## src/rtl/rr_mux_arbiter_pkg.sv

```systemverilog
// Shared constants for the round-robin mux arbiter.
// Mode encodings used by the top level and by testbenches.
package rr_mux_arbiter_pkg;

   localparam logic MODE_FIXED = 1'b0;
   localparam logic MODE_RR    = 1'b1;

endpackage

```

## src/rtl/rr_mux_arbiter_pick.sv

```systemverilog
// Combinational picker: first set request at or after Start, wrapping around.
// The search runs over {Req, Req} so the wrap needs no special case.
module rr_pick #(
   parameter int unsigned N    = 4,
   parameter int unsigned SELW = $clog2(N)
) (
   input  logic [N-1:0]    Req,
   input  logic [SELW-1:0] Start,
   output logic [N-1:0]    Grant,
   output logic [SELW-1:0] Idx
);

   localparam int unsigned DW = SELW + 1;

   logic [2*N-1:0] dbl;
   logic [DW-1:0]  pos;
   logic           found;

   assign dbl = {Req, Req};

   always_comb begin
      Grant = '0;
      Idx   = '0;
      found = 1'b0;
      pos   = '0;
      for (int j = 0; j < N; j++) begin
         pos = DW'(Start) + DW'(j);
         if (!found && dbl[pos]) begin
            found = 1'b1;
            Idx   = (pos >= DW'(N)) ? SELW'(pos - DW'(N)) : SELW'(pos);
         end
      end
      if (found) Grant[Idx] = 1'b1;
   end

endmodule

```

## src/rtl/rr_mux_arbiter.sv

```systemverilog
// N-input arbitrated selector with valid/ready handshakes and a registered output.
// Fixed-priority or round-robin arbitration; losers are back-pressured.
module rr_mux_arbiter
   import rr_mux_arbiter_pkg::*;
#(
   parameter int unsigned WIDTH = 5,
   parameter int unsigned N     = 4,
   parameter int unsigned SELW  = $clog2(N)
) (
   input  logic               Clk,
   input  logic               ResetN,
   input  logic               Mode,
   input  logic [N*WIDTH-1:0] InData,
   input  logic [N-1:0]       InValid,
   output logic [N-1:0]       InReady,
   output logic [WIDTH-1:0]   OutData,
   output logic [SELW-1:0]    OutSel,
   output logic               OutValid,
   input  logic               OutReady
);

   logic [SELW-1:0]  last;
   logic [SELW-1:0]  rr_start;
   logic [SELW-1:0]  start;
   logic [SELW-1:0]  win_idx;
   logic [N-1:0]     grant;
   logic [WIDTH-1:0] win_data;
   logic             free;
   logic             any_valid;

   assign free      = !OutValid || OutReady;
   assign any_valid = |InValid;

   // Round-robin search begins just after the last channel served.
   assign rr_start = (last == SELW'(N - 1)) ? '0 : last + SELW'(1);
   assign start    = (Mode == MODE_RR) ? rr_start : '0;

   rr_pick #(
      .N    (N),
      .SELW (SELW)
   ) u_pick (
      .Req   (InValid),
      .Start (start),
      .Grant (grant),
      .Idx   (win_idx)
   );

   // Grant only into a free slot; nothing is accepted while held in reset.
   assign InReady = (free && ResetN) ? grant : '0;

   always_comb begin
      win_data = '0;
      for (int i = 0; i < N; i++) begin
         if (win_idx == SELW'(i)) win_data = InData[i*WIDTH +: WIDTH];
      end
   end

   // Output register and last-served pointer.
   always_ff @(posedge Clk or negedge ResetN) begin
      if (!ResetN) begin
         OutValid <= 1'b0;
         OutData  <= '0;
         OutSel   <= '0;
         last     <= SELW'(N - 1);
      end else if (free) begin
         if (any_valid) begin
            OutValid <= 1'b1;
            OutData  <= win_data;
            OutSel   <= win_idx;
            last     <= win_idx;
         end else begin
            OutValid <= 1'b0;
         end
      end
   end

endmodule

```

## config.mk

```make
export PLATFORM = sky130hd
export DESIGN_NAME = rr_mux_arbiter
export DESIGN_NICKNAME = d
export VERILOG_FILES = /design/src/rtl/rr_mux_arbiter_pkg.sv /design/src/rtl/rr_mux_arbiter_pick.sv /design/src/rtl/rr_mux_arbiter.sv
export SDC_FILE = /design/constraint.sdc
export NUM_CORES = 1
export LEC_CHECK = 0
export BUFFER_PORTS_ARGS = -buffer_cell sky130_fd_sc_hd__buf_4
export CAP_MARGIN = 20
export CORE_UTILIZATION = 25
export CTS_BUF_LIST = sky130_fd_sc_hd__clkbuf_16
export CTS_CLUSTER_DIAMETER = 50
export DETAILED_ROUTE_END_ITERATION = 10
export PLACE_DENSITY = 0.48
export SETUP_SLACK_MARGIN = 0.1
export SYNTH_ARGS = -nofsm -noshare
export SYNTH_HDL_FRONTEND = slang
export SYNTH_SLANG_ARGS = --single-unit
```

## constraint.sdc

```tcl
create_clock -name Clk -period 2.6 [get_ports Clk]
set_input_delay 0.13 -clock Clk [delete_from_list [all_inputs] [get_ports Clk]]
set_output_delay 0.13 -clock Clk [all_outputs]
set_load 0.005 [all_outputs]
```

# ---- After elaboration in Yosys (flattened, before gate mapping)
# Index checks and enable logic that the tools add are counted.
dict set report word_totals {
  reg_bits 10
  in_bits 28
  out_inout_bits 12
  wordCells 70
}
dict set report classes {
  n_addsub 8
  order_cmp 10
  n_eq_ne 4
  n_mux 31
  n_reduce_logical 13
}
# operator n
set op_table {}
lappend op_table {{2-bit 2-to-1 mux} 10}
lappend op_table {{5-bit 2-to-1 mux} 4}
lappend op_table {{3-bit by 4-bit less-than comparator with 1-bit output (second input constant)} 3}
lappend op_table {{1-bit 2-to-1 mux} 10}
lappend op_table {{1-bit binary-select mux with 3-bit select} 3}
lappend op_table {{3-bit >= comparator (second input constant)} 3}
lappend op_table {{4-bit 2-to-1 mux} 2}
lappend op_table {{2-bit by 1-bit subtractor with 2-bit output (second input constant)} 4}
lappend op_table {{2-bit by 2-bit adder with 3-bit output (second input constant)} 2}
lappend op_table {{2-bit == test (second input constant)} 3}
lappend op_table {{1-bit logical AND} 5}
lappend op_table {{1-bit zero test} 4}
lappend op_table {{2-bit by 4-bit less-than comparator with 1-bit output (second input constant)} 1}
lappend op_table {{4-bit OR reduction} 1}
lappend op_table {{2-bit by 1-bit adder with 3-bit output (second input constant)} 1}
lappend op_table {{2-bit by 3-bit >= comparator with 1-bit output (second input constant)} 1}
lappend op_table {{2-bit by 3-bit less-than comparator with 1-bit output (second input constant)} 1}
lappend op_table {{2-bit by 1-bit adder with 2-bit output (second input constant)} 1}
lappend op_table {{1-bit binary-select mux with 2-bit select} 1}
lappend op_table {{1-bit demux with 2-bit select} 1}
lappend op_table {{2-bit by 1-bit == test with 1-bit output (second input constant)} 1}
lappend op_table {{2-bit by 1-bit >= comparator with 1-bit output (second input constant)} 1}
lappend op_table {{2-bit zero test} 1}
lappend op_table {{2-bit AND reduction} 1}
lappend op_table {{1-bit logical OR} 1}

# ---- Logic depth before layout (Yosys ltp)
dict set report logic_depth {
  ltp_word 21
  mapped_depth 8
  mapped_depth_nobuf 6
}

# ---- By module
# Synthesis repeated with hierarchy kept, for this count alone.
dict set report unflattened {
  hier_cells 67
  hier_area_um2 783.3
}
# mod instances cells_per_inst area_each_um2 seq_area_each_um2
set modules_own_cells {}
lappend modules_own_cells {rr_mux_arbiter 1 37 598.1 252.7}
lappend modules_own_cells {rr_pick 1 30 185.2 0.0}

# ---- Worst setup path before layout
# No wires, ideal clock.
dict set report synth_path {
  path_type {register to register}
  startpoint {register last[1]}
  endpoint {register OutSel[0]}
  arrival_time_ns 1.908
  t_required_ns 2.475
  setup_slack_ns 0.567
  path_stages_with_launch 6
  synth_period_minus_slack_ns 2.033
  path_cell_list {dfstp_2 mux2_2 o22a_2 a211oi_4 a31oi_4 mux2_4}
}
dict set report synth_via {
  elab_chain_len 15
  elab_cells_between_ends 40
  cone_classes {8 x add/sub; 4 x order compare; 1 x eq/ne; 21 x mux; 6 x reduce/logical}
}
# item line
set synth_lines {}
lappend synth_lines {{from (decl)} rr_mux_arbiter.sv:22} ;# logic [SELW-1:0] last;
lappend synth_lines {{from (signal assigned)} rr_mux_arbiter.sv:64} ;# last <= SELW'(N - 1);
lappend synth_lines {{from (signal assigned)} rr_mux_arbiter.sv:70} ;# last <= win_idx;
lappend synth_lines {{2-bit by 1-bit adder with 2-bit output / 2-bit == test (equally long branches)} rr_mux_arbiter.sv:35} ;# assign rr_start = (last == SELW'(N - 1)) ? '0 : last + SELW'(1);
lappend synth_lines {{2-bit 2-to-1 mux *} rr_mux_arbiter.sv:35}
lappend synth_lines {{2-bit 2-to-1 mux *} rr_mux_arbiter.sv:36} ;# assign start = (Mode == MODE_RR) ? rr_start : '0;
lappend synth_lines {{branches (longest 11 deep; another with 2-bit by 1-bit adder with 3-bit output)} n/a}
lappend synth_lines {{2-bit 2-to-1 mux *} rr_mux_arbiter_pick.sv:28} ;# if (!found && dbl[pos]) begin
lappend synth_lines {{to (signal assigned)} rr_mux_arbiter.sv:69} ;# OutSel <= win_idx;
lappend synth_lines {{to (decl)} rr_mux_arbiter.sv:17} ;# output logic [SELW-1:0] OutSel,
# Mark *: on every way between the ends. The select of a mux whose other input is x is not followed.
# A chain may end at the register's enable or synchronous reset.

# ---- Worst setup path in the final report
dict set report layout_path {
  startpoint {register last[1]}
  endpoint {output InReady[3]}
}
dict set report layout_via {
  elab_chain_len 21
  elab_cells_between_ends 48
  cone_classes {8 x add/sub; 6 x order compare; 1 x eq/ne; 26 x mux; 7 x reduce/logical}
}
# item line
set layout_lines {}
lappend layout_lines {{2-bit by 1-bit adder with 2-bit output / 2-bit == test (equally long branches)} rr_mux_arbiter.sv:35}
lappend layout_lines {{2-bit 2-to-1 mux *} rr_mux_arbiter.sv:35}
lappend layout_lines {{2-bit 2-to-1 mux *} rr_mux_arbiter.sv:36}
lappend layout_lines {{branches (longest 16 deep; another with 2-bit by 1-bit adder with 3-bit output)} n/a}
lappend layout_lines {{4-bit 2-to-1 mux *} rr_mux_arbiter_pick.sv:33} ;# if (found) Grant[Idx] = 1'b1;
lappend layout_lines {{4-bit 2-to-1 mux *} rr_mux_arbiter.sv:49} ;# assign InReady = (free && ResetN) ? grant : '0;
lappend layout_lines {{to (decl)} rr_mux_arbiter.sv:15} ;# output logic [N-1:0] InReady,
# Marks and branches as above.

==> results by group <==
Critical path
  – CP delay by family, top: compound AO/OA/AOI/OAI gates
  – Critical Path AT: 2250 ps
  – Startpoint Class: flip-flop
  – FF-to-FF path depth: 7
  – WP buf/inv: 2
  – CP Cell Sequence: buf_4, nor2b_1, o21a_1, o211ai_1, a221oi_2, nand3_1, nor2b_1, buf_4
  – Worst reg2reg endpoint: OutSel[0]$_DFFE_PN0P_
  – Slowest cell on crit path: dfstp_2
  – Worst r2r src: last[1]$_DFFE_PN1P_
  – Slowest stage delay, CP: about 600 ps
  – CP Capture Type: primary output
  – Worst path required time: around 2500 ps
  – Worst reg2reg setup slack: 340 ps
  – CP Max Fanout: 8
  – Crit path kind: reg2out

Global route
  – Initial antenna violation count: 0
  – Met2 GRT Util: 22.7%
  – Met3 usage: around 1.8%
  – Largest net degree at the start of global routing: 22
  – Vias in the first global route: between 1500 and 2000
  – Met1 GRT Util: between 20% and 30%
  – Busiest grt layer: met1
  – GR Util All Layers: roughly 15%
  – Total gr overflow: 0
  – First-pass GRT wire length: slightly below 9000 um

Timing
  – Tcrit/Tclk final: between 90% and 100%
  – Worst rel slew slack: about 64%
  – Final Critical Period: 2380 ps
  – Min setup slack post-route: approximately 220 ps
  – Final hold vios: 0
  – Setup TNS: 0 ps
  – Setup-failing EPs final: 0
  – Final Slew Violations: 0
  – Worst-margin pin slew: between 500 and 600 ps
  – Layout Skew: about 2.3 ps
  – Max Fclk: 419 MHz
  – RSZ-0062 raised after global routing: false

Clock network
  – Clock buffer depth: 2
  – Reg clk slew, reported paths: approximately 40 ps
  – Clock root buffer master: clkbuf_16
  – Worst-Skew Late Latency: roughly 240 ps
  – Cts bufs inserted: 3
  – H-tree depth: 1
  – CTS tree: done
  – CTS Sinks: 10

Final layout
  – # fillers: between 600 and 700
  – Fin nets: between 200 and 300
  – Fin util: between 30% and 40%
  – Final Non-Filler Cells: about 330
  – Final instance area: ~2200 um2
  – Layout overhead on the synthesized area: 32.7%
  – Share of cells above drive strength 1: around two fifths
  – Ant. Diodes: 0

Status
  – Status: complete, no violations

Synthesis
  – Yosys warnings: 0
  – Main flop type after synthesis: dfrtp_1
  – Most common cell in the netlist: nand2_1
  – Avg Synthesized Cell Area: around 8 um2
  – Synthesized area: 1640 um2
  – Mapped Cells: roughly 200
  – Ys async rst share: 100%
  – Top-area cell type share of the netlist area: between 10% and 20%
  – Commonest cells in the netlist: nand2_1, o211ai_1, nand4_1, a21oi_1
  – EDFF count, synth: 0
  – Synth top area cells: dfrtp_1, o211ai_1, nand4_1
  – Cell taking the most area after synthesis: dfrtp_1
  – Register area share after synthesis: around 15%
  – Post-synth net total: 232
  – Yosys reg bits: 10
  – Netlist cell types: 53

Floorplanning
  – Core ar.: between 6000 and 7000 um2
  – Die X-Extent: between 80 and 90 um
  – # IOs: 40
  – Die H: 82.9 um
  – Initial core utilization: 25.8%
  – Cell Rows: 29
  – Die outline area: about 7000 um2

Place
  – Inst Count DP: between 300 and 400
  – DP HPWL: around 3700 um
  – Routability cong.: approximately 0.78
  – PortBufs: 39
  – Placed instance area: roughly 2000 um2
  – Pre-CTS setup slack: about 270 ps

Detailed routing
  – Post-DRT Antenna Nets: 0
  – Drt drc: 0
  – Vias: between 1500 and 2000
  – Via density: around 5.7
  – Drt first pass iters: 4
  – DR WL/cell: around 17 um
  – Iter 0 DRT Violations: around 160
  – Routed wire length: between 5000 and 6000 um

Hold path
  – Hold Crit Start: OutReady
  – Worst hold path class: in2reg
  – WHS Endpoint: OutValid$_DFFE_PN0N_
  – Worst Hold Depth: 2

Power
  – Power per cell area: 849 nW/um2
  – Peak VDD IR: 0.000614 V
  – Lkg Pwr: around 0.85 nW

Flow run
  – Max Cap Viol: 0
flip-flops by register name, summed over array words and instances, names as in the netlist:
signal,cells
OutData,5
OutSel,2
OutValid,1
last,2
stage by stage:
step           hold slack [ps]  power (W)
3_5_place_dp             -21.6    0.00147
3_3_place_gp             -22.7    0.00146
6_report                   115    0.00185
5_1_grt                    141    0.00198
2_1_floorplan             -166    0.00114
4_1_cts                    115    0.00178
what timing repair did:
item,4_1_cts,5_1_grt
setup buffers,2,7
endpoints found under the setup margin,4,4
hold buffers,1,0
gates resized for setup,3,5
endpoints found under the hold margin,10,0
pin swaps,1,3
logic make-up after synthesis:
| group | count (synthesis) | share of synthesized area, % |
|---|---|---|
| and+or+nand+nor | 96 | 36.2 |
| AOI/OAI and AO/OA | 68 | 35.4 |
| buffers and inverters | 24 | 8.40 |
| DFF | 10 | 15.4 |
| muxes | 6 | 4.51 |
metal layers:
metal  part of all wire (%)  wire length (um)
met1                     48              2640
met2                     44              2380
met3                    6.6               359
met4                    1.2                68
met5                      0                 0
power breakdown:
part	internal (W)	leakage (nW)	switching (W)	total [W]
logic	0.000600	0.696	0.000665	0.00126
registers	0.000239	0.118	0.0000641	0.000303
clock network	0.000202	0.0385	0.0000764	0.000278
final cells by class:
cell class | instances | area, um2 | area share, %
tap | 77 | 96.3 | 4.43
clock inverter | 1 | 3.75 | 0.173
multi-input combinational | 170 | 1270 | 58.3
sequential | 10 | 256 | 11.8
inverter | 4 | 15.0 | 0.691
timing repair buffer | 61 | 460 | 21.2
clock buffer | 3 | 75.1 | 3.45
cell usage in the layout (no fill, tap or decap), drive strengths merged, types with 8 or more instances in the layout:
| cell | instances |
|---|---|
| a21oi | 13 |
| and4bb | 10 |
| buf | 59 |
| dfrtp | 8 |
| nand2 | 32 |
| nand3 | 11 |
| nand4 | 20 |
| o211ai | 22 |
worst max-delay path by stage:
stage | to | slack (ps) | start | cells after the start
floorplan | OutSel[0]$_DFFE_PN0P_ | 570 | last[1]$_DFFE_PN1P_ | 5
global placement | OutData[3]$_DFFE_PN0P_ | 280 | last[0]$_DFFE_PN1P_ | 7
detailed placement | InReady[1] | 270 | last[1]$_DFFE_PN1P_ | 7
CTS | InReady[3] | 100 | last[1]$_DFFE_PN1P_ | 7
global route | InReady[3] | 90 | last[1]$_DFFE_PN1P_ | 8
finish | InReady[3] | 220 | last[1]$_DFFE_PN1P_ | 8
(Power assumes the default switching activity.)
